===== src/rtl/lsu_mem_initiator.sv =====
`default_nettype none
// ============================================================================
// Module   : lsu_mem_initiator
// Purpose  : Load/store initiator between the execute stage and the
//            byte-addressed data RAM. Takes one request over valid/ready,
//            drives exactly one RAM access and returns extended load data or
//            a fault on a registered valid/ready response channel.
// Options  : LSU_MISALIGN_SPLIT_EN - misaligned legal H/HU/W requests are
//            broken into consecutive byte accesses instead of faulting.
// Revision : 1.0 - initial release
// ============================================================================
module lsu_mem_initiator #(
  parameter int RAM_WIDTH = 10
) (
  input  logic                 clk,
  input  logic                 rst,
  input  logic                 req_valid,
  output logic                 req_ready,
  input  logic                 req_we,
  input  logic [2:0]           req_funct3,
  input  logic [RAM_WIDTH:0]   req_addr,
  input  logic [31:0]          req_wdata,
  output logic                 resp_valid,
  input  logic                 resp_ready,
  output logic [31:0]          resp_rdata,
  output logic                 resp_fault,
  output logic [2:0]           mem_rw_len,
  output logic [RAM_WIDTH:0]   mem_addr,
  output logic [31:0]          mem_write,
  input  logic [31:0]          mem_read,
  input  logic                 mem_exception
);

  localparam int AW = RAM_WIDTH + 1;

`ifdef LSU_MISALIGN_SPLIT_EN
  typedef enum logic [1:0] {
    IDLE   = 2'd0,
    ACCESS = 2'd1,
    RESP   = 2'd2,
    SPLIT  = 2'd3
  } state_t;
`else
  typedef enum logic [1:0] {
    IDLE   = 2'd0,
    ACCESS = 2'd1,
    RESP   = 2'd2
  } state_t;
`endif

  state_t      state;
  state_t      state_next;

  logic        lat_we;
  logic [2:0]  lat_funct3;

  logic        pre_illegal;
  logic        pre_misaligned;
  logic        pre_fault;

  // Sign/zero extension by access size; funct3[2] selects unsigned
  function automatic logic [31:0] extend(input logic [31:0] d, input logic [2:0] f);
    logic [31:0] r;
    case (f[1:0])
      2'b00:   r = {{24{d[7]  & ~f[2]}}, d[7:0]};
      2'b01:   r = {{16{d[15] & ~f[2]}}, d[15:0]};
      default: r = d;
    endcase
    return r;
  endfunction

  // Request precheck, evaluated on the incoming request so a fault can reach
  // RESP one cycle after acceptance
  assign pre_illegal = (req_funct3 == 3'b011) ||
                       (req_funct3[2:1] == 2'b11) ||
                       ((req_funct3[2:1] == 2'b10) && req_we);
  assign pre_misaligned = ((req_funct3[1:0] == 2'b01) && req_addr[0]) ||
                          ((req_funct3[1:0] == 2'b10) && (req_addr[1:0] != 2'b00));

`ifdef LSU_MISALIGN_SPLIT_EN
  logic [1:0]  pre_last;
  logic [AW:0] pre_end;
  logic        pre_overflow;
  logic        pre_split;
  logic [31:0] lat_wdata;
  logic [1:0]  split_cnt;
  logic [1:0]  split_cnt_nxt;
  logic [1:0]  split_last;
  logic [31:0] split_acc;
  logic [31:0] split_word;

  // A split covers addr..addr+n-1; the carry out flags a run past the top of RAM
  assign pre_last     = (req_funct3[1:0] == 2'b01) ? 2'd1 : 2'd3;
  assign pre_end      = {1'b0, req_addr} + {{(AW-1){1'b0}}, pre_last};
  assign pre_overflow = pre_end[AW];
  assign pre_split    = pre_misaligned && !pre_illegal && !pre_overflow;
  assign pre_fault    = pre_illegal || (pre_misaligned && pre_overflow);

  assign split_cnt_nxt = split_cnt + 2'd1;
  assign split_last    = (lat_funct3[1:0] == 2'b01) ? 2'd1 : 2'd3;

  // Merge the byte arriving this cycle into its lane of the partial load word
  always_comb begin
    split_word = split_acc;
    split_word[{split_cnt, 3'b000} +: 8] = mem_read[7:0];
  end
`else
  assign pre_fault = pre_illegal || pre_misaligned;
`endif

  // State register
  always_ff @(posedge clk) begin
    if (rst) begin
      state <= IDLE;
    end else begin
      state <= state_next;
    end
  end

  // Next-state, handshake and RAM command decode; the write bit is masked
  // while rst is high so a reset landing on an access never stores
  always_comb begin
    state_next = state;
    req_ready  = 1'b0;
    resp_valid = 1'b0;
    mem_rw_len = 3'b000;
    case (state)
      IDLE: begin
        req_ready = 1'b1;
        if (req_valid) begin
          if (pre_fault) begin
            state_next = RESP;
`ifdef LSU_MISALIGN_SPLIT_EN
          end else if (pre_split) begin
            state_next = SPLIT;
`endif
          end else begin
            state_next = ACCESS;
          end
        end
      end
      ACCESS: begin
        if (!rst) begin
          mem_rw_len = {lat_we, lat_funct3[1:0]};
        end
        state_next = RESP;
      end
`ifdef LSU_MISALIGN_SPLIT_EN
      SPLIT: begin
        if (!rst) begin
          mem_rw_len = {lat_we, 2'b00};
        end
        if (mem_exception || (split_cnt == split_last)) begin
          state_next = RESP;
        end
      end
`endif
      RESP: begin
        resp_valid = 1'b1;
        if (resp_ready) begin
          state_next = IDLE;
        end
      end
      default: state_next = IDLE;
    endcase
  end

  // Request latch, RAM address/data registers and response registers
  always_ff @(posedge clk) begin
    if (rst) begin
      lat_we     <= 1'b0;
      lat_funct3 <= 3'b000;
      mem_addr   <= '0;
      mem_write  <= 32'h0;
      resp_rdata <= 32'h0;
      resp_fault <= 1'b0;
`ifdef LSU_MISALIGN_SPLIT_EN
      lat_wdata  <= 32'h0;
      split_cnt  <= 2'd0;
      split_acc  <= 32'h0;
`endif
    end else begin
      case (state)
        IDLE: begin
          if (req_valid) begin
            lat_we     <= req_we;
            lat_funct3 <= req_funct3;
`ifdef LSU_MISALIGN_SPLIT_EN
            lat_wdata  <= req_wdata;
            split_cnt  <= 2'd0;
            split_acc  <= 32'h0;
`endif
            if (pre_fault) begin
              resp_rdata <= 32'h0;
              resp_fault <= 1'b1;
            end else begin
              // RAM address/data only move when an access is really issued
              mem_addr <= req_addr;
`ifdef LSU_MISALIGN_SPLIT_EN
              if (pre_split) begin
                mem_write <= {24'h0, req_wdata[7:0]};
              end else begin
                mem_write <= req_wdata;
              end
`else
              mem_write <= req_wdata;
`endif
            end
          end
        end
        ACCESS: begin
          resp_fault <= mem_exception;
          if (lat_we || mem_exception) begin
            resp_rdata <= 32'h0;
          end else begin
            resp_rdata <= extend(mem_read, lat_funct3);
          end
        end
`ifdef LSU_MISALIGN_SPLIT_EN
        SPLIT: begin
          if (mem_exception) begin
            resp_fault <= 1'b1;
            resp_rdata <= 32'h0;
          end else if (split_cnt == split_last) begin
            resp_fault <= 1'b0;
            resp_rdata <= lat_we ? 32'h0 : extend(split_word, lat_funct3);
          end else begin
            split_cnt <= split_cnt_nxt;
            split_acc <= split_word;
            mem_addr  <= mem_addr + {{(AW-1){1'b0}}, 1'b1};
            mem_write <= {24'h0, lat_wdata[{split_cnt_nxt, 3'b000} +: 8]};
          end
        end
`endif
        default: begin
        end
      endcase
    end
  end

endmodule
`default_nettype wire


===== config.mk =====
export PLATFORM = sky130hd
export DESIGN_NAME = lsu_mem_initiator
export DESIGN_NICKNAME = d
export VERILOG_FILES = /design/src/rtl/lsu_mem_initiator.sv
export SDC_FILE = /design/constraint.sdc
export NUM_CORES = 1
export LEC_CHECK = 0
export CORE_ASPECT_RATIO = 1.5
export CORE_MARGIN = 5
export CORE_UTILIZATION = 41
export DETAILED_ROUTE_END_ITERATION = 12
export GPL_TIMING_DRIVEN = 0
export PLACE_DENSITY = 0.86
export SYNTH_ARGS = -nofsm -noshare
export SYNTH_HDL_FRONTEND = slang
export SYNTH_SLANG_ARGS = --single-unit

===== constraint.sdc =====
create_clock -name clk -period 1.9 [get_ports clk]
set_input_delay 0.57 -clock clk [delete_from_list [all_inputs] [get_ports clk]]
set_output_delay 0.57 -clock clk [all_outputs]
set_load 0.01 [all_outputs]

== Word level (Yosys, flattened, before mapping) ==
Index checks and enable logic that the tools add are counted.
Word-level totals
  flip-flop bits (word level): 82
  bits in latches: 0
  memory bits (writable): 0
  memory bits (read-only): 0
  input port bits: 84
  output and inout bits: 81
  logic and storage cells: 54
  memories kept: 0
Operators by class
  $add $sub $neg: 0
  multipliers: 0
  div/mod/pow operators: 0
  order comparisons: 0
  equality and inequality tests: 11
  shift operators: 0
  multiplexer cells: 16
  bitwise gates (word level): 4
  reductions and logical operators: 16
Operator list (number)
  case mux 32 bit (2 select lines): 2
  two-way mux 32 bit: 3
  == test 2 bit, second input constant: 4
  == test 2 x 1 -> 1 bit, second input constant: 3
  two-way mux 2 bit: 3
  two-way mux 3 bit: 2
  inequality test 2 bit, second input constant: 3
  case mux 2 bit (3 select lines): 1
  AND reduction 3 bit: 2
  logical OR 1 bit: 5
  logical NOT 2 bit: 2
  two-way mux 1 bit: 4
  AND reduction 2 bit: 2
  nonzero test 2 bit: 2
  == test 3 x 2 -> 1 bit, second input constant: 1
  logical AND 1 bit: 3
  bitwise AND 1 bit: 2
  NOT 1 bit: 2
  case mux 1 bit (2 select lines): 1

== Depth between registers and ports, before layout ==
Gate-level depths: netlist (run 1).
  depth in word-level cells: 7
  depth in mapped cells: 6
  gate-level depth less buffers: 3

== Worst setup path after synthesis (run 1) ==
Ideal clock, no wire load.
  path kind: input port to flip-flop
  start point: input req_funct3[2]
  end point: register mem_addr[10]
  setup time: 0.072 ns
  arrival time: 1.728 ns
  data required time: 1.828 ns
  path slack: 0.100 ns
  cell stages on the path: 5
  buffers on the path: 2
  cells stage by stage: or4_4 a21boi_2 buf_6 buf_12 mux2i_1
Between the ends
  cells in the longest elaborated chain, start to end: 6
  elaborated cells between the ends (all ways): 9
  those cells by class: eq/ne: 3; bitwise: 1; reduce/logical: 5
Ends and longest elaborated chain
  start: declaration: RTL line 20  | input logic [2:0] req_funct3,
  == test 3 x 2 -> 1 bit (tied with other cells): RTL line 74  | assign pre_illegal = (req_funct3 == 3'b011) ||
  logical OR 1 bit / logical AND 1 bit (equally long branches): RTL line 74, 76
  logical OR 1 bit *: RTL line 75  | (req_funct3[2:1] == 2'b11) ||
  logical OR 1 bit *: RTL line 108  | assign pre_fault = pre_illegal || pre_misaligned;
  NOT 1 bit (no source line) *
  AND reduction 3 bit (no source line) *
  end signal: assignment: RTL line 198  | mem_addr <= req_addr;
  end: declaration: RTL line 28  | output logic [RAM_WIDTH:0] mem_addr,
Every way passes the cells marked *; elsewhere a longest branch is shown, timed or not.
A chain may end at the register's enable or synchronous reset.

== Worst setup path after layout (run 1) ==
  start point: input rst
  end point: output mem_rw_len[0]
Between the ends
  cells in the longest elaborated chain, start to end: 2
Ends and longest elaborated chain
  start: declaration: RTL line 16  | input logic rst,
  two-way mux 3 bit: RTL line 143  | if (!rst) begin
  two-way mux 3 bit: RTL line 127  | case (state)
  end: declaration: RTL line 27  | output logic [2:0] mem_rw_len,
No other way between the ends.

==> metrics.json, run 1 <==
{
  "final.min_clock_period": {"value": 1.866, "unit": "ns"},
  "timing.critical_path.fanout_max": {"value": 8},
  "yosysWarningCount": {"value": 0},
  "synth_edf_count": {"value": 0},
  "worst_setup_hold_path_clk_slew": {"value": 0.06, "unit": "ns"},
  "most_numerous_cell_in_the_yosys_netlist": {"value": "sky130_fd_sc_hd__nand2_1"},
  "final_max_slew_viol_count": {"value": 0},
  "core-area": {"value": 0.008058, "unit": "mm^2"},
  "worst_setup_path_start_kind": {"value": "input pin"},
  "die-width": {"value": 84.39, "unit": "um"},
  "layout.filler_cells": {"value": 640},
  "place.gp.congestion": {"value": 0.7649},
  "cellPowerDensity": {"value": 755.0, "unit": "mW/mm^2"},
  "place_ws": {"value": -0.5940, "unit": "ns"},
  "flop_and_latch_count_out_of_synthesis": {"value": 82},
  "ctsRootBufferMaster": {"value": "sky130_fd_sc_hd__clkbuf_16"},
  "synthesis.instances": {"value": 360},
  "first_global_vias": {"value": 3319},
  "ctsLongestPathBuffers": {"value": 2},
  "yosys-top-cells-area": {"value": "sky130_fd_sc_hd__dfxtp_1 (48%), sky130_fd_sc_hd__mux2i_1 (13%), sky130_fd_sc_hd__nand2_1 (10%)"},
  "postRouteAntennaNets": {"value": 0},
  "worstPathRequired": {"value": 1.33, "unit": "ns"},
  "area_enclosed_by_the_die_boundary": {"value": 0.01026, "unit": "mm^2"},
  "synth.yosys.seq_area_share": {"value": 48.24, "unit": "%"},
  "post-synth-top-area-fraction": {"value": 48.24, "unit": "%"},
  "antenna_cells_inserted": {"value": 0},
  "drcViolationCount": {"value": 0},
  "setup_repair_after_global_routing_missed_its_margin": {"value": "yes"},
  "tns": {"value": 0, "unit": "ns"},
  "drt-wirelength-per-cell": {"value": 15.42, "unit": "um"},
  "leakagePower": {"value": 2.129, "unit": "nW"},
  "timing.final.ws_setup": {"value": 0.03369, "unit": "ns"},
  "worst_ep_arrival_time": {"value": 1.30, "unit": "ns"},
  "synth_fp_nets": {"value": 444},
  "clk_latency": {"value": 0.33, "unit": "ns"},
  "std_cell_rows": {"value": 40},
  "timing.fmax": {"value": 0.5358, "unit": "GHz"},
  "cts_tree": {"value": "built"},
  "timing.final.hold_violations": {"value": 0},
  "place.port_buffers": {"value": 163},
  "run_status": {"value": "finished clean"},
  "finClkSkew": {"value": 0.006395, "unit": "ns"},
  "post_synth_num_cell_types": {"value": 34},
  "grt_start_max_net_pins": {"value": 13},
  "cts_made_buffers": {"value": 9},
  "layout_area_overhead": {"value": 65.00, "unit": "%"},
  "h-tree-depth": {"value": 3},
  "layout.cell_area.non_filler": {"value": 0.005615, "unit": "mm^2"},
  "timing.hold.worst.class": {"value": "reg2reg"},
  "syn_avg_cell_area": {"value": 9.454, "unit": "um^2"},
  "synth.largest_area_cell": {"value": "sky130_fd_sc_hd__dfxtp_1"},
  "via_count": {"value": 3244},
  "power.ir.vdd_worst": {"value": 0.0005115, "unit": "V"},
  "route.final.wire_length": {"value": 10050, "unit": "um"},
  "timing_worst_setup_path_type": {"value": "in2out"},
  "post_synth_instance_area": {"value": 0.003403, "unit": "mm^2"},
  "initial_utilization": {"value": 42.24, "unit": "%"},
  "finalCritPeriodShare": {"value": 98.23, "unit": "%"},
  "crit_path_end_kind": {"value": "output pin"},
  "detailed_place_hpwl": {"value": 7629, "unit": "um"},
  "wire_length_of_the_first_global_routing_pass": {"value": 15940, "unit": "um"},
  "detailed_place.area": {"value": 0.005166, "unit": "mm^2"},
  "grt_use_total": {"value": 19.25, "unit": "%"},
  "post_synthesis_async_set_or_reset_flop_share": {"value": 0, "unit": "%"},
  "die_height": {"value": 121.6, "unit": "um"},
  "drtIter0Drc": {"value": 76},
  "detail_route.first_pass.iterations": {"value": 4},
  "layout.nets": {"value": 626},
  "tightest_pin_transition": {"value": 0.5097, "unit": "ns"},
  "vias_per_cell": {"value": 4.975},
  "synth_ff_type": {"value": "sky130_fd_sc_hd__dfxtp_1"},
  "synth.cells.most_frequent": {"value": "sky130_fd_sc_hd__nand2_1 (93), sky130_fd_sc_hd__dfxtp_1 (82), sky130_fd_sc_hd__mux2i_1 (45)"},
  "overflow_left_after_global_routing": {"value": 0},
  "slew_headroom": {"value": 66.02, "unit": "%"},
  "seq_area": {"value": 0.001648, "unit": "mm^2"},
  "ios": {"value": 165},
  "area_of_the_multi_input_gates": {"value": 0.001577, "unit": "mm^2"},
  "setup_violations": {"value": 0},
  "grt_antenna_before_repair": {"value": 0},
  "post_route_cells_drive_above_1_share": {"value": 10.97, "unit": "%"},
  "numClockSinks": {"value": 82},
  "max_cap_viol_count": {"value": 0}
}
==> per-layer routing <==
layer / up-vias / part of all wire (%) / global-route usage, % / routed length, um
li1: 1589 / - / - / -
met1: 1531 / 38 / 20.67 / 3781
met2: 103 / 53 / 35.13 / 5324
met3: 21 / 6.4 / 5.819 / 643
met4: 0 / 3.0 / 7.525 / 304
met5: - / 0 / 0 / 0
==> cells in the final DEF (no fill, tap or decap), types with 3 or more instances in the layout <==
| cell | count |
|---|---|
| sky130_fd_sc_hd__a22o_1 | 16 |
| sky130_fd_sc_hd__dlymetal6s2s_1 | 3 |
| sky130_fd_sc_hd__o32ai_1 | 16 |
| sky130_fd_sc_hd__dfxtp_1 | 79 |
| sky130_fd_sc_hd__mux2i_1 | 44 |
| sky130_fd_sc_hd__clkbuf_1 | 14 |
| sky130_fd_sc_hd__clkbuf_8 | 3 |
| sky130_fd_sc_hd__clkbuf_16 | 9 |
| sky130_fd_sc_hd__dlygate4sd2_1 | 3 |
| sky130_fd_sc_hd__buf_12 | 4 |
| sky130_fd_sc_hd__nor2_1 | 6 |
| sky130_fd_sc_hd__nand2_1 | 93 |
| sky130_fd_sc_hd__buf_2 | 5 |
| sky130_fd_sc_hd__clkbuf_2 | 6 |
| sky130_fd_sc_hd__o21ai_0 | 9 |
| sky130_fd_sc_hd__inv_1 | 17 |
| sky130_fd_sc_hd__nor2b_1 | 19 |
| sky130_fd_sc_hd__buf_4 | 9 |
| sky130_fd_sc_hd__clkdlybuf4s50_1 | 151 |
| sky130_fd_sc_hd__buf_6 | 5 |
==> flip-flops by register name, summed over array words and instances (netlist names) <==
signal / count
state: 2
mem_write: 32
resp_fault: 1
resp_rdata: 32
lat_funct3: 3
lat_we: 1
mem_addr: 11
==> cell families (layout without fill, tap and decap cells) <==
logic type / Yosys count / in the layout / share of synthesized area, %
DFF: 82 / 82 / 48.24
muxes: 46 / 46 / 13.57
buffers and inverters: 46 / 233 / 7.353
AOI/OAI and AO/OA: 51 / 51 / 12.35
and+or+nand+nor: 135 / 135 / 18.49
==> where the power goes <==
part / internal, W / total (W) / switching, W
clock: 0.00109 / 0.00174 / 0.000646
sequential: 0.00178 / 0.00182 / 0.0000402
combinational: 0.000396 / 0.000682 / 0.000286
total: 0.00327 / 0.00424 / 0.000973
==> per-stage QoR <==
stage	total power, W	hold slack, ns	std cells	utilization (%)
CTS	0.004281	0.4491	651	69.30
floorplan	0.002150	0.4726	360	-
finish	0.004239	0.4437	652	69.69
detailed placement	0.002508	0.4399	628	64.11
global route	0.004424	0.4722	652	69.69
global placement	0.002490	0.4389	628	64.11
==> critical path: stages <==
cell and delay, ns:
sky130_fd_sc_hd__clkbuf_8 0.14, sky130_fd_sc_hd__nor3b_4 0.22, sky130_fd_sc_hd__buf_6 0.14, sky130_fd_sc_hd__and2_1 0.11
sky130_fd_sc_hd__buf_2 0.12
==> repair_timing <==
item,4_1_cts,5_1_grt
pin swaps,3,2
resized for setup,38,20
hold buffers,0,0
buffers inserted,9,2
setup endpoints to repair,69,55
==> path summary, 6_finish.rpt <==
kind	startpoint	endpoint	slack (ns)	depth (start not counted)
min reg2reg	mem_addr[1]$_SDFFE_PP0P_	mem_addr[1]$_SDFFE_PP0P_	0.44	2
min	mem_addr[1]$_SDFFE_PP0P_	mem_addr[1]$_SDFFE_PP0P_	0.44	2
max	rst	mem_rw_len[0]	0.03	5
max reg2reg	state[1]$_SDFFE_PP0P_	resp_rdata[24]$_SDFFE_PP0P_	0.23	6
==> final cells by class <==
type | count | share of cell area [%]
clock buffer | 14 | 4.701
tap | 105 | 2.340
inverter | 18 | 1.203
clock inverter | 2 | 0.6239
sequential | 82 | 29.34
buffer | 25 | 3.298
multi-input combinational | 232 | 28.07
timing repair buffer | 174 | 30.41
(Power assumes the default switching activity.)
==> run 2: changes to the inputs <==
Settings changed: CORE_UTILIZATION 41 to 37, PLACE_DENSITY 0.86 to 0.82.
Clock period 1.9 ns to 1.6 ns, I/O delays scaled along.
==> run 2 against run 1 <==
Against the previous run: the flow now finishes with violations (setup timing); critical path depth shrank 2; via count grew 0.15%; hold slack lost 0.022 ns; sequential share of layout area shrank 0.079 points; clock skew shrank 0.0019 ns; critical path type is now reg2out.
==> metrics.json, run 2 (synthesis gave the netlist of run 1 again) <==
{
  "run_status": {"value": "complete, but fails checks"},
  "failed_checks": {"value": "setup timing"},
  "antenna_cells_inserted": {"value": 0, "change": "unchanged"},
  "slew_headroom": {"value": 69.91, "unit": "%", "change": "+3.9 points"},
  "place.gp.congestion": {"value": 0.7482, "change": "-2.2%"},
  "hold-path-endpoint": {"value": "mem_addr[1]$_SDFFE_PP0P_"},
  "ff2ff_setup_slack": {"value": 0, "unit": "ns", "change": "-0.23 ns"},
  "overflow_left_after_global_routing": {"value": 0, "change": "unchanged"},
  "numClockSinks": {"value": 82, "change": "unchanged"},
  "grt_start_max_net_pins": {"value": 13, "change": "unchanged"},
  "timing.fmax": {"value": 0.5836, "unit": "GHz"},
  "min_delay_path_depth": {"value": 3, "change": "+1"},
  "seq_area": {"value": 0.001650, "unit": "mm^2", "change": "+0.15%"},
  "timing.critical_path.fanout_max": {"value": 8, "change": "unchanged"},
  "cts_made_buffers": {"value": 9, "change": "unchanged"},
  "layout.filler_cells": {"value": 819, "change": "+28%"},
  "leakagePower": {"value": 2.513, "unit": "nW", "change": "+18%"},
  "drcViolationCount": {"value": 0, "change": "unchanged"},
  "ctsRootBufferMaster": {"value": "sky130_fd_sc_hd__clkbuf_16"},
  "max_cap_viol_count": {"value": 0, "change": "unchanged"},
  "ff2ff_path_depth": {"value": 7, "change": "+1"},
  "ctsLongestPathBuffers": {"value": 2, "change": "unchanged"},
  "drt-wirelength-per-cell": {"value": 15.84, "unit": "um", "change": "+2.8%"},
  "top_regs": {"value": "mem_write: 32 flops, resp_rdata: 32 flops, mem_addr: 11 flops"},
  "clk_latency": {"value": 0.33, "unit": "ns", "change": "about the same"},
  "area_enclosed_by_the_die_boundary": {"value": 0.01126, "unit": "mm^2", "change": "+9.7%"},
  "post_route_cells_drive_above_1_share": {"value": 13.43, "unit": "%", "change": "+2.5 points"},
  "final_common_cell": {"value": "sky130_fd_sc_hd__nand2_1"},
  "place.port_buffers": {"value": 163, "change": "unchanged"},
  "timing_worst_setup_path_type": {"value": "reg2out"},
  "finalPower": {"value": 0.004990, "unit": "W", "change": "+18%"},
  "placed_cells_incl_taps": {"value": 635, "change": "+1.1%"},
  "reg2reg_to": {"value": "mem_write[3]$_SDFFE_PP0P_"},
  "power.ir.vdd_worst": {"value": 0.0005726, "unit": "V", "change": "+12%"},
  "hp-start": {"value": "req_addr[1]"},
  "fin_cells": {"value": 663, "change": "+1.7%"},
  "tns": {"value": -0.4929, "unit": "ns", "change": "-0.4929 ns"},
  "die_height": {"value": 127.5, "unit": "um", "change": "+4.8%"},
  "layout.nets": {"value": 631, "change": "+0.80%"},
  "final_max_slew_viol_count": {"value": 0, "change": "unchanged"},
  "core-area": {"value": 0.009146, "unit": "mm^2", "change": "+14%"},
  "final.min_clock_period": {"value": 1.714, "unit": "ns"},
  "route.final.wire_length": {"value": 10510, "unit": "um", "change": "+4.5%"},
  "detailed_place_hpwl": {"value": 7678, "unit": "um", "change": "+0.65%"},
  "worst_setup_hold_path_clk_slew": {"value": 0.06, "unit": "ns", "change": "about the same"},
  "drtIter0Drc": {"value": 89, "change": "+17%"},
  "initial_utilization": {"value": 37.21, "unit": "%", "change": "-5.0 points"},
  "timing.final.hold_violations": {"value": 0, "change": "unchanged"},
  "timing.final.ws_setup": {"value": -0.1136, "unit": "ns", "change": "-0.1473 ns"},
  "via_count": {"value": 3249, "change": "+0.15%"},
  "finClkSkew": {"value": 0.004482, "unit": "ns", "change": "-0.001913 ns"},
  "grt_antenna_before_repair": {"value": 0, "change": "unchanged"},
  "layout_area_overhead": {"value": 65.70, "unit": "%"},
  "worst_setup_path_start_kind": {"value": "flop"},
  "worst_r2r_startpoint": {"value": "state[1]$_SDFFE_PP0P_"},
  "postCtsHoldBufs": {"value": 0, "change": "unchanged"},
  "h-tree-depth": {"value": 3, "change": "unchanged"},
  "ios": {"value": 165, "change": "unchanged"},
  "worstPathRequired": {"value": 1.12, "unit": "ns", "change": "-0.21 ns"},
  "timing.critical_path.from": {"value": "state[1]$_SDFFE_PP0P_"},
  "tightest_pin_transition": {"value": 0.4514, "unit": "ns", "change": "-0.05828 ns"},
  "setup_violations": {"value": 14, "change": "+14"},
  "layout_common_cells": {"value": "sky130_fd_sc_hd__nand2_1 (92), sky130_fd_sc_hd__dfxtp_1 (79), sky130_fd_sc_hd__dlygate4sd2_1 (78)"},
  "std_cell_rows": {"value": 43, "change": "+7.5%"},
  "cts_tree": {"value": "built"},
  "first_global_vias": {"value": 3391, "change": "+2.2%"},
  "area_of_the_multi_input_gates": {"value": 0.001589, "unit": "mm^2", "change": "+0.79%"},
  "timing.hold.worst.class": {"value": "in2reg"},
  "vias_per_cell": {"value": 4.900, "change": "-1.5%"},
  "grt_use_total": {"value": 18.17, "unit": "%", "change": "-1.1 points"},
  "detail_route.first_pass.iterations": {"value": 4, "change": "unchanged"},
  "cellPowerDensity": {"value": 885.0, "unit": "mW/mm^2", "change": "+17%"},
  "postRouteAntennaNets": {"value": 0, "change": "unchanged"},
  "wire_length_of_the_first_global_routing_pass": {"value": 16170, "unit": "um", "change": "+1.5%"},
  "die-width": {"value": 88.31, "unit": "um", "change": "+4.6%"},
  "crit_path_end_kind": {"value": "output pin"},
  "worst_ep_arrival_time": {"value": 1.23, "unit": "ns", "change": "-0.07 ns"},
  "setup_repair_after_global_routing_missed_its_margin": {"value": "yes"},
  "finalCritPeriodShare": {"value": 107.1, "unit": "%"}
}
run 2: changes by cell type in the layout (fill, tap and decap cells not counted), moves of 3 or more:
cell and change:
sky130_fd_sc_hd__buf_4 +6, sky130_fd_sc_hd__buf_6 +3, sky130_fd_sc_hd__clkbuf_1 -4, sky130_fd_sc_hd__clkdlybuf4s50_1 -76
sky130_fd_sc_hd__dlygate4sd2_1 +75, sky130_fd_sc_hd__dlymetal6s2s_1 -3
run 2: metrics by stage:
step                setup slack (ns)  hold WS (ns)  util [%]  instance area, um^2
global route                 -0.1648        0.4336     61.66                 5639
CTS                          -0.1687        0.4127     61.50                 5625
detailed placement           -0.8309        0.4476     56.65                 5181
global placement             -0.7250        0.4408     56.65                 5181
finish                       -0.1136        0.4215     61.66                 5639
floorplan                   -0.09339        0.4748         -                 3410
run 2: area by class of cell:
cell class                 instances  area share, %
clock inverter                     3         0.7100
multi-input combinational        232          28.18
tap                              112          2.485
timing repair buffer             183          31.06
sequential                        82          29.27
clock buffer                      12          4.371
inverter                          18          1.198
buffer                            21          2.729
run 2: what timing repair did:
item | CTS | global route
gates resized for setup | 148 | 25
endpoints found under the setup margin | 159 | 65
gates cloned | 3 | 0
pin swaps | 12 | 5
buffers inserted | 16 | 3
run 2: per-layer routing:
metal | global-route usage, % | wire length, um | vias to the layer above
met5 | 0 | 0 | -
li1 | - | - | 1596
met4 | 5.783 | 140 | 0
met2 | 34.24 | 5704 | 108
met3 | 4.581 | 689 | 13
met1 | 19.10 | 3969 | 1532
run 2: where the power goes:
group	switching, W	internal, W
clock	0.000757	0.00124
combinational	0.000362	0.000473
sequential	0.0000459	0.00212
run 2: worst max-delay path by stage:
stage / endpoint / slack (ns) / depth (start not counted)
2_1_floorplan: mem_addr[10]$_SDFFE_PP0P_ / -0.09 / 5
5_1_grt: mem_rw_len[1] / -0.16 / 3
4_1_cts: mem_rw_len[2] / -0.17 / 4
3_5_place_dp: resp_rdata[21]$_SDFFE_PP0P_ / -0.83 / 5
3_3_place_gp: resp_rdata[26]$_SDFFE_PP0P_ / -0.72 / 5
6_report: mem_rw_len[1] / -0.11 / 3
run 2: worst max-delay path, cell delays in order, from the launching register on:
cell,delay [ns]
sky130_fd_sc_hd__dfxtp_4,0.36
sky130_fd_sc_hd__nor3b_4,0.24
sky130_fd_sc_hd__and2_1,0.17
sky130_fd_sc_hd__buf_2,0.13
==> run 3: changes to the inputs <==
Settings changed: HOLD_SLACK_MARGIN from default to 0.02, PLACE_DENSITY 0.82 to 0.83.
==> run 3 against run 2 <==
Against the previous run: non-clock buffer count rose by 9; setup slack got worse by 0.053 ns; clock-buffer cell count fell by 1; the run still ends with setup timing left.
==> metrics.json, run 3 (synthesis gave the netlist of run 1 again) <==
{
  "timing.critical_path.fanout_max": {"value": 7, "change": "-1"},
  "seq_area": {"value": 0.001648, "unit": "mm^2", "change": "-0.15%"},
  "share_of_total_power_consumed_by_net_switching": {"value": 23.65, "unit": "%", "change": "+0.31 points"},
  "die-width": {"value": 88.31, "unit": "um", "change": "unchanged"},
  "finalPower": {"value": 0.005114, "unit": "W", "change": "+2.5%"},
  "cts_made_buffers": {"value": 9, "change": "unchanged"},
  "final_common_cell": {"value": "sky130_fd_sc_hd__nand2_1"},
  "path_buf_inv": {"value": 2, "change": "+1"},
  "final_max_slew_viol_count": {"value": 0, "change": "unchanged"},
  "critical-path-top-delay-family": {"value": "flip-flops"},
  "setup_repair_after_global_routing_missed_its_margin": {"value": "yes"},
  "drtIter0Drc": {"value": 111, "change": "+25%"},
  "min_delay_path_depth": {"value": 3, "change": "unchanged"},
  "place.port_buffers": {"value": 163, "change": "unchanged"},
  "layout_common_cells": {"value": "sky130_fd_sc_hd__nand2_1 (92), sky130_fd_sc_hd__dfxtp_1 (79), sky130_fd_sc_hd__dlygate4sd2_1 (78)"},
  "timing.fmax": {"value": 0.5661, "unit": "GHz", "change": "-3.0%"},
  "die_height": {"value": 127.5, "unit": "um", "change": "unchanged"},
  "timing.final.ws_setup": {"value": -0.1664, "unit": "ns", "change": "-0.05282 ns"},
  "netSwitchingPower": {"value": 0.001209, "unit": "W", "change": "+3.8%"},
  "route.final.wire_length": {"value": 10520, "unit": "um", "change": "+0.12%"},
  "p_comb_share": {"value": 17.1, "unit": "%", "change": "+0.4 points"},
  "postRouteAntennaNets": {"value": 0, "change": "unchanged"},
  "hold-path-endpoint": {"value": "lat_funct3[0]$_SDFFE_PP0P_"},
  "layout.filler_cells": {"value": 795, "change": "-2.9%"},
  "finClkSkew": {"value": 0.004659, "unit": "ns", "change": "+0.0001767 ns"},
  "grt_use_total": {"value": 18.47, "unit": "%", "change": "+0.30 points"},
  "overflow_left_after_global_routing": {"value": 0, "change": "unchanged"},
  "setup_violations": {"value": 14, "change": "unchanged"},
  "final.min_clock_period": {"value": 1.766, "unit": "ns", "change": "+0.05282 ns"},
  "wire_length_of_the_first_global_routing_pass": {"value": 16530, "unit": "um", "change": "+2.2%"},
  "power_report.internal_total": {"value": 0.003905, "unit": "W", "change": "+2.1%"},
  "timing.final.hold_violations": {"value": 0, "change": "unchanged"},
  "initial_utilization": {"value": 37.21, "unit": "%", "change": "unchanged"},
  "worstPathRequired": {"value": 1.12, "unit": "ns", "change": "about the same"},
  "layout.cell_area.non_filler": {"value": 0.005792, "unit": "mm^2", "change": "+2.7%"},
  "final.hold.worst_slack": {"value": 0.4285, "unit": "ns", "change": "+0.006985 ns"},
  "cellPowerDensity": {"value": 882.9, "unit": "mW/mm^2", "change": "-0.23%"},
  "timing.hold.worst.class": {"value": "in2reg"},
  "ff2ff_path_depth": {"value": 8, "change": "+1"},
  "finalCritPeriodShare": {"value": 110.4, "unit": "%", "change": "+3.3 points"},
  "area_of_the_multi_input_gates": {"value": 0.001598, "unit": "mm^2", "change": "+0.55%"},
  "cpMaxStageDelayCell": {"value": "sky130_fd_sc_hd__dfxtp_4"},
  "drt-wirelength-per-cell": {"value": 15.63, "unit": "um", "change": "-1.4%"},
  "ff2ff_setup_slack": {"value": -0.03, "unit": "ns", "change": "-0.03 ns"},
  "hp-start": {"value": "req_funct3[0]"},
  "worst_r2r_startpoint": {"value": "state[1]$_SDFFE_PP0P_"},
  "worst_setup_path_start_kind": {"value": "flop"},
  "run_status": {"value": "complete, but fails checks"},
  "std_cell_rows": {"value": 43, "change": "unchanged"},
  "pwr-share-clk": {"value": 40.7, "unit": "%", "change": "+0.7 points"},
  "seqPwrFrac": {"value": 42.3, "unit": "%", "change": "-1.0 points"},
  "grt_antenna_before_repair": {"value": 0, "change": "unchanged"},
  "power.ir.vdd_worst": {"value": 0.0006156, "unit": "V", "change": "+7.5%"},
  "slew_headroom": {"value": 67.68, "unit": "%", "change": "-2.2 points"},
  "ctsRootBufferMaster": {"value": "sky130_fd_sc_hd__clkbuf_16"},
  "post_route_cells_drive_above_1_share": {"value": 16.04, "unit": "%", "change": "+2.6 points"},
  "drcViolationCount": {"value": 0, "change": "unchanged"},
  "place.gp.congestion": {"value": 0.7699, "change": "+2.9%"},
  "antenna_cells_inserted": {"value": 0, "change": "unchanged"},
  "timing_worst_setup_path_type": {"value": "reg2out"},
  "detailed_place_hpwl": {"value": 7636, "unit": "um", "change": "-0.55%"},
  "h-tree-depth": {"value": 3, "change": "unchanged"},
  "ctsLongestPathBuffers": {"value": 2, "change": "unchanged"},
  "numClockSinks": {"value": 82, "change": "unchanged"},
  "layout.nets": {"value": 640, "change": "+1.4%"},
  "grt_start_max_net_pins": {"value": 14, "change": "+1"},
  "core-area": {"value": 0.009146, "unit": "mm^2", "change": "unchanged"},
  "layout_area_overhead": {"value": 70.18, "unit": "%"},
  "worst_ep_arrival_time": {"value": 1.29, "unit": "ns", "change": "+0.06 ns"},
  "crit_path_end_kind": {"value": "output pin"},
  "top_regs": {"value": "mem_write: 32 flops, resp_rdata: 32 flops, mem_addr: 11 flops"},
  "place_ws": {"value": -0.7733, "unit": "ns", "change": "+0.05766 ns"},
  "vias_per_cell": {"value": 4.915, "change": "+0.30%"},
  "tightest_pin_transition": {"value": 0.4808, "unit": "ns", "change": "+0.02944 ns"},
  "cts_tree": {"value": "built"},
  "first_global_vias": {"value": 3472, "change": "+2.4%"},
  "via_count": {"value": 3308, "change": "+1.8%"},
  "failed_checks": {"value": "setup timing"},
  "leakagePower": {"value": 2.588, "unit": "nW", "change": "+3.0%"},
  "detailed_place.area": {"value": 0.005181, "unit": "mm^2", "change": "unchanged"},
  "clk_latency": {"value": 0.33, "unit": "ns", "change": "about the same"},
  "area_enclosed_by_the_die_boundary": {"value": 0.01126, "unit": "mm^2", "change": "unchanged"},
  "max_cap_viol_count": {"value": 0, "change": "unchanged"},
  "ios": {"value": 165, "change": "unchanged"},
  "worst_setup_hold_path_clk_slew": {"value": 0.06, "unit": "ns", "change": "about the same"},
  "detail_route.first_pass.iterations": {"value": 4, "change": "unchanged"},
  "postCtsHoldBufs": {"value": 0, "change": "unchanged"},
  "crit_path_cell_trace": {"value": "nor3b_4 > buf_4 > and2_4 > buf_6"},
  "slowest_delay": {"value": 0.37, "unit": "ns", "change": "about the same"},
  "reg2reg_to": {"value": "mem_addr[2]$_SDFFE_PP0P_"}
}
run 3: cell count changes in the layout (fill, tap and decap cells not counted), sizes merged:
cell	delta
clkinv	+1
clkbuf	+1
buf	+7
clkinvlp	+1
run 3: area by class of cell:
class | count | area share, %
buffer | 23 | 3.197
clock buffer | 11 | 4.364
clock inverter | 5 | 0.9073
inverter | 18 | 1.167
multi-input combinational | 232 | 27.59
sequential | 82 | 28.45
tap | 112 | 2.420
timing repair buffer | 190 | 31.91
run 3: what timing repair did:
action | in CTS | in global routing
gates cloned | 4 | 1
setup buffers | 20 | 4
pin swaps | 9 | 5
setup endpoints to repair | 159 | 61
gates resized for setup | 157 | 21
run 3: tightest hold or removal path, stage by stage:
cell	delay [ns]
sky130_fd_sc_hd__buf_8	0.09
sky130_fd_sc_hd__mux2i_1	0.07
sky130_fd_sc_hd__nor2_1	0.08
run 3: worst max path at each step:
stage                                from                     endpoint  cells after the start
detailed placement          req_funct3[2]   mem_write[22]$_SDFFE_PP0P_                      6
floorplan                   req_funct3[2]    mem_addr[10]$_SDFFE_PP0P_                      5
global route        state[1]$_SDFFE_PP0P_                mem_rw_len[0]                      4
CTS                 state[0]$_SDFFE_PP0P_                mem_rw_len[2]                      5
finish              state[1]$_SDFFE_PP0P_                mem_rw_len[0]                      4
global placement              req_addr[0]  resp_rdata[18]$_SDFFE_PP0P_                      5
run 3: per-layer routing:
| layer | up-vias | wire [um] | GRT usage [%] |
|---|---|---|---|
| met3 | 13 | 747 | 4.452 |
| met2 | 127 | 5509 | 33.63 |
| met1 | 1545 | 4083 | 20.47 |
| li1 | 1623 | - | - |
| met4 | 0 | 177 | 6.228 |
| met5 | - | 0 | 0 |
run 3: per-stage QoR:
step	setup TNS [ns]	util, %	instances
2_1_floorplan	-3.564	-	360
3_3_place_gp	-53.67	56.65	635
3_5_place_dp	-55.83	56.65	635
4_1_cts	-1.166	63.12	671
5_1_grt	-1.856	63.32	673
6_report	-1.022	63.32	673
run 3: power by group through the flow:
stage          clock network (W)  registers [W]  logic, W
2_1_floorplan                  0        0.00222  0.000333
3_3_place_gp                   0        0.00219  0.000771
3_5_place_dp                   0        0.00220  0.000786
4_1_cts                  0.00214        0.00216  0.000859
5_1_grt                  0.00224        0.00217  0.000939
6_report                 0.00208        0.00216  0.000873
